[src/rtl/fetch_stage.sv]
// Instruction-fetch stage: owns the PC, addresses instruction memory and fills IF/ID.
// Optional FETCH_PERF_EN adds fetch_count / flush_count performance counters.
module fetch_stage #(
  parameter logic [31:0] PC_RESET = 32'd0
) (
  input  logic        clk,
  input  logic        rst,
  input  logic        freeze,
  input  logic        branch_taken,
  input  logic [31:0] branch_addr,
  input  logic [31:0] instr_in,
  output logic [31:0] pc_out,
  output logic [31:0] if_id_pc,
  output logic [31:0] if_id_instr,
  output logic        if_id_valid
`ifdef FETCH_PERF_EN
  ,
  output logic [31:0] fetch_count,
  output logic [31:0] flush_count
`endif
);

  logic [31:0] pc_plus4;
  logic [31:0] branch_target;

  assign pc_plus4      = pc_out + 32'd4;
  // Masking keeps PC word-aligned no matter what EX hands us.
  assign branch_target = branch_addr & 32'hFFFF_FFFC;

  always_ff @(posedge clk) begin
    if (rst) begin
      pc_out      <= PC_RESET & 32'hFFFF_FFFC;
      if_id_pc    <= '0;
      if_id_instr <= '0;
      if_id_valid <= 1'b0;
    end else if (branch_taken) begin
      pc_out      <= branch_target;
      if_id_pc    <= '0;
      if_id_instr <= '0;
      if_id_valid <= 1'b0;
    end else if (!freeze) begin
      pc_out      <= pc_plus4;
      if_id_pc    <= pc_plus4;
      if_id_instr <= instr_in;
      if_id_valid <= 1'b1;
    end
  end

`ifdef FETCH_PERF_EN
  always_ff @(posedge clk) begin
    if (rst) begin
      fetch_count <= '0;
      flush_count <= '0;
    end else if (branch_taken) begin
      flush_count <= flush_count + 32'd1;
    end else if (!freeze) begin
      fetch_count <= fetch_count + 32'd1;
    end
  end
`endif

endmodule

[config.mk]
export PLATFORM = sky130hd
export DESIGN_NAME = fetch_stage
export DESIGN_NICKNAME = d
export VERILOG_FILES = /design/src/rtl/fetch_stage.sv
export SDC_FILE = /design/constraint.sdc
export NUM_CORES = 1
export LEC_CHECK = 0
export CAP_MARGIN = 20
export CORE_MARGIN = 2
export CORE_UTILIZATION = 45
export CTS_CLUSTER_SIZE = 40
export DETAILED_ROUTE_END_ITERATION = 16
export PLACE_DENSITY_LB_ADDON = 0.25
export SKIP_LAST_GASP = 1
export SYNTH_ARGS = -nofsm -noshare
export SYNTH_HDL_FRONTEND = slang
export SYNTH_SLANG_ARGS = --single-unit
[constraint.sdc]
create_clock -name clk -period 2.9 [get_ports clk]
set_input_delay 0.58 -clock clk [delete_from_list [all_inputs] [get_ports clk]]
set_output_delay 0.58 -clock clk [all_outputs]
set_load 0.02 [all_outputs]
==> results of run 1 <==
-- stage by stage --
| step | power (mW) | utilization [%] | instance area [um^2] |
|---|---|---|---|
| after floorplan | 1.69 | - | 4450 |
| after global placement | 1.91 | 62.0 | 6000 |
| after detailed placement | 1.92 | 62.0 | 6000 |
| after CTS | 2.80 | 64.0 | 6200 |
| after global routing | 2.88 | 64.0 | 6200 |
| final | 2.77 | 64.0 | 6200 |
-- state kept, by name (all words and copies together) (netlist names) --
signal	flops
if_id_instr	32
if_id_pc	30
pc_out	30
if_id_valid	1
-- layout by cell type (no fill, tap or decap), types with 3 or more instances in the layout --
cell / netlist / layout
a21oi_1: 49 / 49
and3_1: 4 / 4
and4_1: 4 / 4
buf_4: 4 / 9
clkbuf_8: 6 / 10
clkdlybuf4s50_1: 0 / 156
conb_1: 1 / 4
dfxtp_1: 93 / 93
inv_1: 20 / 20
mux2i_1: 38 / 38
nand2_1: 32 / 32
nand3_1: 17 / 17
nand4_1: 13 / 13
nor2_1: 65 / 65
nor2b_1: 3 / 3
nor3_1: 13 / 13
nor4_1: 7 / 7
o21a_1: 16 / 16
o21ai_0: 22 / 22
o22ai_1: 3 / 3
o31a_1: 5 / 5
xnor2_1: 28 / 28
xor2_1: 20 / 20
-- power groups by stage --
| stage | Combinational, mW | Sequential, mW | Clock (mW) |
|---|---|---|---|
| 3_5_place_dp | 0.488 | 1.43 | 0 |
| 4_1_cts | 0.492 | 1.40 | 0.901 |
| 2_1_floorplan | 0.211 | 1.48 | 0 |
| 6_report | 0.489 | 1.41 | 0.874 |
| 3_3_place_gp | 0.481 | 1.43 | 0 |
| 5_1_grt | 0.525 | 1.41 | 0.945 |
-- final cells by class --
type	count	area share [%]
Clock inverter	5	0.968
Tap cell	133	2.68
Sequential cell	93	30.0
Inverter	20	1.21
Multi-Input combinational cell	361	36.4
Clock buffer	11	2.28
Timing Repair Buffer	167	26.4
-- worst max-delay path: stages, from the launching register on --
cell and delay, ps:
dfxtp_1 480, ha_1 290, nand4_1 290, nor4_4 470
nand3_1 300, o31a_1 320, o31a_1 240
-- per-layer routing --
layer	GRT usage [%]	vias to the layer above	wire [um]
li1	-	2022	-
met1	27.8	1897	5210
met2	36.5	104	5920
met3	5.65	4	671
met4	4.66	0	55
met5	0	-	0
-- cells by family after synthesis --
| group | Yosys count |
|---|---|
| adder cells (fa/ha/maj) | 1 |
| XOR/XNOR | 48 |
| buffers and inverters | 59 |
| AND/OR/NAND/NOR | 172 |
| flip-flops | 93 |
| other | 1 |
| multiplexers | 38 |
| AO/OA/AOI/OAI | 98 |
-- final timing paths --
check	endpoint
setup reg to reg	pc_out[30]
hold reg to reg	if_id_pc[9]
hold / removal	if_id_pc[9]
setup / recovery	pc_out[30]
==> results.md, run 1 <==
Timing:
- For the pin with the worst max-slew slack, the measured transition is between 700 and 800 ps.
- For the finished layout, the period the worst path requires is 2500 ps.
- The hold violation total from the final report is 0.
- The worst pin sits at a relative slew slack of a little under half.
- Derived from the worst setup path, the maximum achievable clock frequency is 400 MHz.
- The share of the clock period used by the worst path is 86.3%.
- The final hold slack is 466 ps.
- On the final layout, the worst clock skew is 9.39 ps.
- Setup total negative slack on the finished layout was measured at 0 ps.
- The final setup violation count is 0.
- Across all setup checks in the final design, the least slack found is roughly 400 ps.
- Setup repair after global routing left no endpoint under its margin.
- The max-slew violation count is 0.

Synthesis:
- dfxtp_1 takes more of the synthesized area than any other cell.
- The mean cell area of the mapped netlist is about 8.7 um^2.
- The number of warnings printed during yosys synthesis is 0.
- By area, the combinational part of the netlist is dominated by simple AND/OR/NAND/NOR gates.
- The multiplexer fraction of the synthesized cell area is ~8.6%.
- The library cell with the highest instance count after synthesis is dfxtp_1.
- Yosys mapped a number of flops with a built-in enable equal to 0.
- The area of the mapped netlist is 4430 um^2.
- Yosys attributes the largest share of cell area to dfxtp_1 (42%), mux2i_1 (8.6%), a21oi_1 (5.5%).
- The async set-or-reset flop fraction in the synthesized netlist is 0%.
- The gate count after technology mapping is between 500 and 600.
- The primary flip-flop cell chosen by synthesis mapping is dfxtp_1.
- The share of the synthesized netlist area taken by xor and xnor gates is 9.48%.
- Summing the sequential cell areas from Yosys gives 42.0% of the chip area.
- Sorting the synthesized cells by how often they occur yields dfxtp_1 (93), nor2_1 (65), a21oi_1 (49).
- The number of unique standard cell types used by synthesis is 42.
- The synthesized design contains 93 register bits.
- Summing the areas of all and, or, nand and nor instances in the mapped netlist gives 19.6% of the synthesized area.
- Summing the areas of all compound-gate instances in the mapped netlist gives 12.6% of the synthesized area.
- After Yosys synthesis, full adders, half adders and majority gates account for less than 1% of the synthesized area.
- The share of synthesized area in the top cell type comes to 42.0%.

Drt:
- The detailed router finished its first iteration with 121 violations.
- In the final routed layout, each cell accounts on average for 15.0 um.
- In the routed layout, each cell is associated on average with a via count of 5.10.
- Wires add up to 11,900 um.
- The remaining number of nets flagged by the antenna check after routing is 0.
- The number of remaining DRC errors is 0.
- Across all layers, the routed design uses 4,027 vias.
- The first TritonRoute pass finished after 4 iterations.

CTS:
- The number of hold buffers added after CTS is 0.
- The clock insertion delay at the later pin of the skew report is about 350 ps.
- The H-tree generated during clock tree synthesis spans 3 levels.
- The number of buffers inserted during clock tree synthesis is 9.
- The clock tree from TritonCTS is built.
- Buffers added to address setup during post-CTS repair amount to 0.
- The clock tree buffer depth is 2.
- The total number of clock tree sinks is 93.
- CTS placed an instance of clkbuf_8 at the clock tree root.
- Clock-pin slew was measured on the worst setup and hold paths at 90 ps.
- In this run, post-CTS repair resized a total of 0 instances.

Power:
- For this design the static power due to leakage is 2.37 nW.
- IR analysis of the VDD net gives a maximum drop of 257 uV.
- In this run the power spent charging and discharging nets is 755 uW.
- The internal portion of total power is 2.01 mW.
- The share of total power consumed by net switching is between 20% and 30%.
- Dividing total power by cell area gives a power density of between 400 and 500 nW/um^2.
- Per report_power, the clock group accounts for a little under a third of the total.
- Combinational logic burns 17.7% of the power.
- The proportion of power drawn by flip-flops and latches is 50.8%.

Critical path:
- STA classifies the critical path startpoint as a register.
- The required arrival time at the worst endpoint is approximately 3100 ps.
- The endpoint kind of the worst setup timing path is a register.
- The data arrival time at the worst-slack endpoint is 2740 ps.
- In this run the worst setup path begins at pc_out[2].
- The critical path start-end classification is reg -> reg.
- The number of cells on the worst reg-to-reg path is 6.
- The startpoint of the worst register-to-register path is pc_out[2].
- The register-to-register setup slack is between 300 and 400 ps.
- In this run the worst path has a maximum fanout of 7.

Floorplanning:
- The number of top-level pins is 165.
- The die height is 103 um.
- The placeable core area is approximately 9700 um^2.
- The die covers 10,700 um^2.
- The starting utilization of the core area is 45.8%.
- The floorplan die width is 103 um.
- The number of rows created at floorplan is 36.

Finish:
- The number of diodes added for antenna fixing is 0.
- Cells with a size suffix above 1 make up approximately 5.6% of the layout.
- Compared with the post-synthesis result, the final layout area differs by 39.9%.
- Registers take 1860 um^2.
- The area occupied by multi-input gates is 2260 um^2.
- The final non-filler cell total is 790.
- For this run, the post-layout net count is 721.
- After filler insertion, the fill cell instance count of the layout stands at 860.

Hold path:
- The worst hold path belongs to the class reg -> reg.
- The cell count of the worst hold path is 2.
- The start point of the worst min-delay path is if_id_pc[9].

Global routing:
- The number of antenna violations at the first check in global routing is 0.
- The first global-routing pass estimated 18,200 um of wire.
- The all-layer global routing usage is 21.6%.
- The number of global-route vias before repair is between 3,000 and 4,000.
- Entering global routing, the biggest net connects 51 pins.
- After global routing the overflow that remains totals 0.

Status:
- The run finished with clean final reports.

Flow run:
- The total of max-cap violations is 0.

Place:
- The setup slack after placement is 459 ps.
- The number of placed instances, taps included, is 774.
- The global placement routability congestion is 0.891.
- Input and output buffers added on the ports amount to 158.
- The detailed placement HPWL is about 8600 um.
Note: power is estimated with default switching activity, not from simulation.
==> inputs of run 2 (changes only) <==
Settings changed: CELL_PAD_IN_SITES_DETAIL_PLACEMENT set to 1, CELL_PAD_IN_SITES_GLOBAL_PLACEMENT set to 1, CORE_UTILIZATION 45 to 32.
==> results.md, run 2 (same netlist as run 1, synthesis figures left out) <==
Drt:
- The number of DRC markers after the initial detailed-route iteration is 190 (was 121).
- The number of iterations in the first detailed-routing pass is 4 (unchanged).
- The remaining number of nets flagged by the antenna check after routing is 0 (unchanged).
- The total vias in the final route is 4,095 (was 4,027).
- The number of remaining DRC errors is 0 (unchanged).
- The detailed-route wire length per cell is 16.6 um (was 15.0 um).
- The overall routed net length came to 13,900 um (was 11,900 um).
- The ratio of routed vias to standard cells is 4.89 (was 5.10).

Critical path:
- The largest stage delay on the critical path is 500 ps (was 480 ps).
- The most prevalent standard cell on the critical path is o31a_1 (unchanged).
- The kind of cell adding the most delay to the critical path is simple AND/OR/NAND/NOR gates (unchanged).
- The peak fanout along the critical path was 7 (unchanged).
- The buffer and inverter count on the worst path is 0 (unchanged).
- The critical path start-end classification is reg -> reg (unchanged).
- The data arrival time at the worst-slack endpoint was 2760 ps (was 2740 ps).
- The required arrival time at the worst endpoint is 3140 ps (about the same).
- The critical-path cell with the highest stage delay is nor4_4 (was dfxtp_1).
- Crit path cell chain: ha_1 -> nand4_1 -> nor4_4 -> nand3_1 -> o31a_1 -> o31a_1 (unchanged).
- The endpoint kind of the worst setup timing path is a register (unchanged).
- The startpoint type of the worst setup path is a register (unchanged).

Finish:
- The most common cell after layout, fill and taps aside is clkdlybuf4s50_1 (unchanged).
- The number of diodes added for antenna fixing is 0 (unchanged).
- The fraction of final layout cells sized beyond drive strength 1 is 5.93% (was 5.63%).
- The top register by number of flip-flops is if_id_instr (unchanged).
- The area growth from synthesis to layout came to 43.8% (was 39.9%).
- The area of all sequential standard cells is 1860 um^2 (unchanged).
- The number of flip-flops under the largest register name was 32 (unchanged).
- Most frequent cells in the layout: clkdlybuf4s50_1 (156), dfxtp_1 (93), nor2_1 (65) (unchanged).
- The count of fill cells added during filler insertion came to 1,603 (was 860).
- The count of nets after finishing is 723 (was 721).
- The area occupied by multi-input gates is 2260 um^2 (unchanged).
- Biggest registers after layout: if_id_instr: 32 flops, if_id_pc: 30 flops, pc_out: 30 flops (unchanged).

Power:
- The leakage power summed over all cells is 2.43 nW (was 2.37 nW).
- The total power consumption of the routed design was 3.12 mW (was 2.77 mW).
- The power density over the cells was 489 nW/um^2 (was 446 nW/um^2).
- The worst voltage drop across the vdd grid was 201 uV (was 257 uV).

Global routing:
- The wire length of the first global-routing pass is 22,100 um (was 18,200 um).
- The all-layer global routing usage was 19.1% (was 21.6%).
- The leftover overflow at the end of global routing is 0 (unchanged).
- The largest net degree at the start of global routing is 51 (unchanged).
- The met3 usage in global routing was 5.29% (was 5.65%).
- The layer with the highest usage after global routing is met2 (unchanged).
- The routing usage on met2 is 31.4% (was 36.5%).
- The number of global-route vias before repair is 4,241 (was 3,708).
- The number of antenna violations at the first check in global routing was 0 (unchanged).
- The met1 capacity usage during global routing was 23.7% (was 27.8%).

Floorplanning:
- The number of rows created at floorplan came to 43 (was 36).
- The placeable core area is 13,700 um^2 (was 9680 um^2).
- The floorplan die width is 122 um (was 103 um).
- The total die area is 14,800 um^2 (was 10,700 um^2).
- The number of top-level pins is 165 (unchanged).
- The die height came to 122 um (was 103 um).
- The starting utilization of the core area is 32.3% (was 45.8%).

Place:
- The detailed placement HPWL is 10,100 um (was 8590 um).
- The port buffer count is 158 (unchanged).
- The global placement routability congestion is 0.784 (was 0.891).

CTS:
- The total number of clock tree sinks is 93 (unchanged).
- The post-CTS setup-driven buffer insertion count is 0 (unchanged).
- The clock insertion delay at the later pin of the skew report is 350 ps (about the same).
- The maximum level of the CTS H-tree was 3 (unchanged).
- The number of hold buffers added after CTS is 0 (unchanged).
- The clock root buffer is clkbuf_16 (was clkbuf_8).
- The clock tree from TritonCTS is built (unchanged).
- The clock-pin transition on the worst setup and hold timing paths came to 70 ps (was 90 ps).
- The number of buffers inserted during clock tree synthesis is 9 (unchanged).
- The number of resized instances in the post-cts repair step is 0 (unchanged).
- The clock tree buffer depth is 2 (unchanged).

Timing:
- The share of the clock period used by the worst path was 87.0% (was 86.3%).
- The final setup violation count is 0 (unchanged).
- The maximum clock frequency was 396 MHz (was 400 MHz).
- The pin slew with the least headroom to its limit is 830 ps (was 791 ps).
- The relative max-transition margin is 44.7% (was 47.2%).
- The time the final worst path needs with I/O delays and setup is 2520 ps (was 2500 ps).
- The max-slew violation count is 0 (unchanged).
- Unrepaired setup endpoints after global routing: false (unchanged).
- The clock skew is 8.63 ps (was 9.39 ps).
- The hold violation total from the final report is 0 (unchanged).
- The setup TNS is 0 ps (unchanged).

Hold path:
- The path type of the worst min-delay path is reg -> reg (unchanged).

Status:
- Status: complete, no violations (unchanged).

Flow run:
- The total of max-cap violations is 0 (unchanged).
[run 2: cell types whose count changed in the layout (fill, tap and decap cells not counted)]
cell	before	now
clkbuf_1	1	0
buf_4	9	11
clkbuf_8	10	2
clkbuf_16	0	9
clkinv_2	1	2
clkinv_4	2	0
[run 2: routing by layer]
layer | vias up | wire length, um
li1 | 2020 | -
met2 | 101 | 6610
met1 | 1962 | 6220
met3 | 12 | 852
met4 | 0 | 199
met5 | - | 0
[run 2: stage by stage]
stage | hold slack (ps) | worst slack [ps] | std cells | utilization (%) | cell area [um^2]
detailed placement | 460 | 403 | 823 | 44.3 | 6070
global route | 498 | 267 | 838 | 46.5 | 6370
floorplan | 541 | 683 | 513 | - | 4450
finish | 469 | 377 | 838 | 46.5 | 6370
CTS | 473 | 383 | 838 | 46.5 | 6370
global placement | 451 | 494 | 823 | 44.3 | 6070
[run 2: worst min-delay path, delay by kind of cell, from the launching register on]
family,cells,cell delay [ps]
compound gates,1,50
flops,1,310
simple gates,1,60
[run 2: final cells by class]
class,count,area share [%]
multi-input combinational,361,35.4
sequential,93,29.2
inverter,20,1.18
timing repair buffer,169,25.9
clock inverter,4,0.746
tap,180,3.53
clock buffer,11,3.96
[run 2: report_power, final]
group          switching [mW]  leakage [nW]  total, mW  internal (mW)
Combinational           0.243          1.52      0.501          0.258
Sequential             0.0726         0.762       1.41           1.33
Clock                   0.500         0.147       1.21          0.707
[run 2: final timing paths]
path,start,end,slack [ps],cells past startpoint
min,if_id_pc[3],if_id_pc[3],470,2
max reg2reg,pc_out[2],pc_out[30],380,6
max,pc_out[2],pc_out[30],380,6
min reg2reg,if_id_pc[3],if_id_pc[3],470,2
==> inputs of run 3 (changes only) <==
--- a/config.mk
+++ b/config.mk
@@ -13,4 +13,5 @@
 export CTS_CLUSTER_SIZE = 40
 export DETAILED_ROUTE_END_ITERATION = 16
+export HOLD_SLACK_MARGIN = 0.05
 export PLACE_DENSITY_LB_ADDON = 0.25
 export SKIP_LAST_GASP = 1
==> constraint.sdc (replaced) <==
create_clock -name clk -period 2.9 [get_ports clk]
set_input_delay 0.58 -clock clk [delete_from_list [all_inputs] [get_ports clk]]
set_output_delay 0.58 -clock clk [all_outputs]
set_load 0.005 [all_outputs]
==> results of run 3 <==
Same layout as run 2 (identical final DEF). Status: complete, no violations.
Among the figures that moved: total power 3.12 mW -> 3.05 mW; worst IR drop on VDD 201 uV -> 200 uV
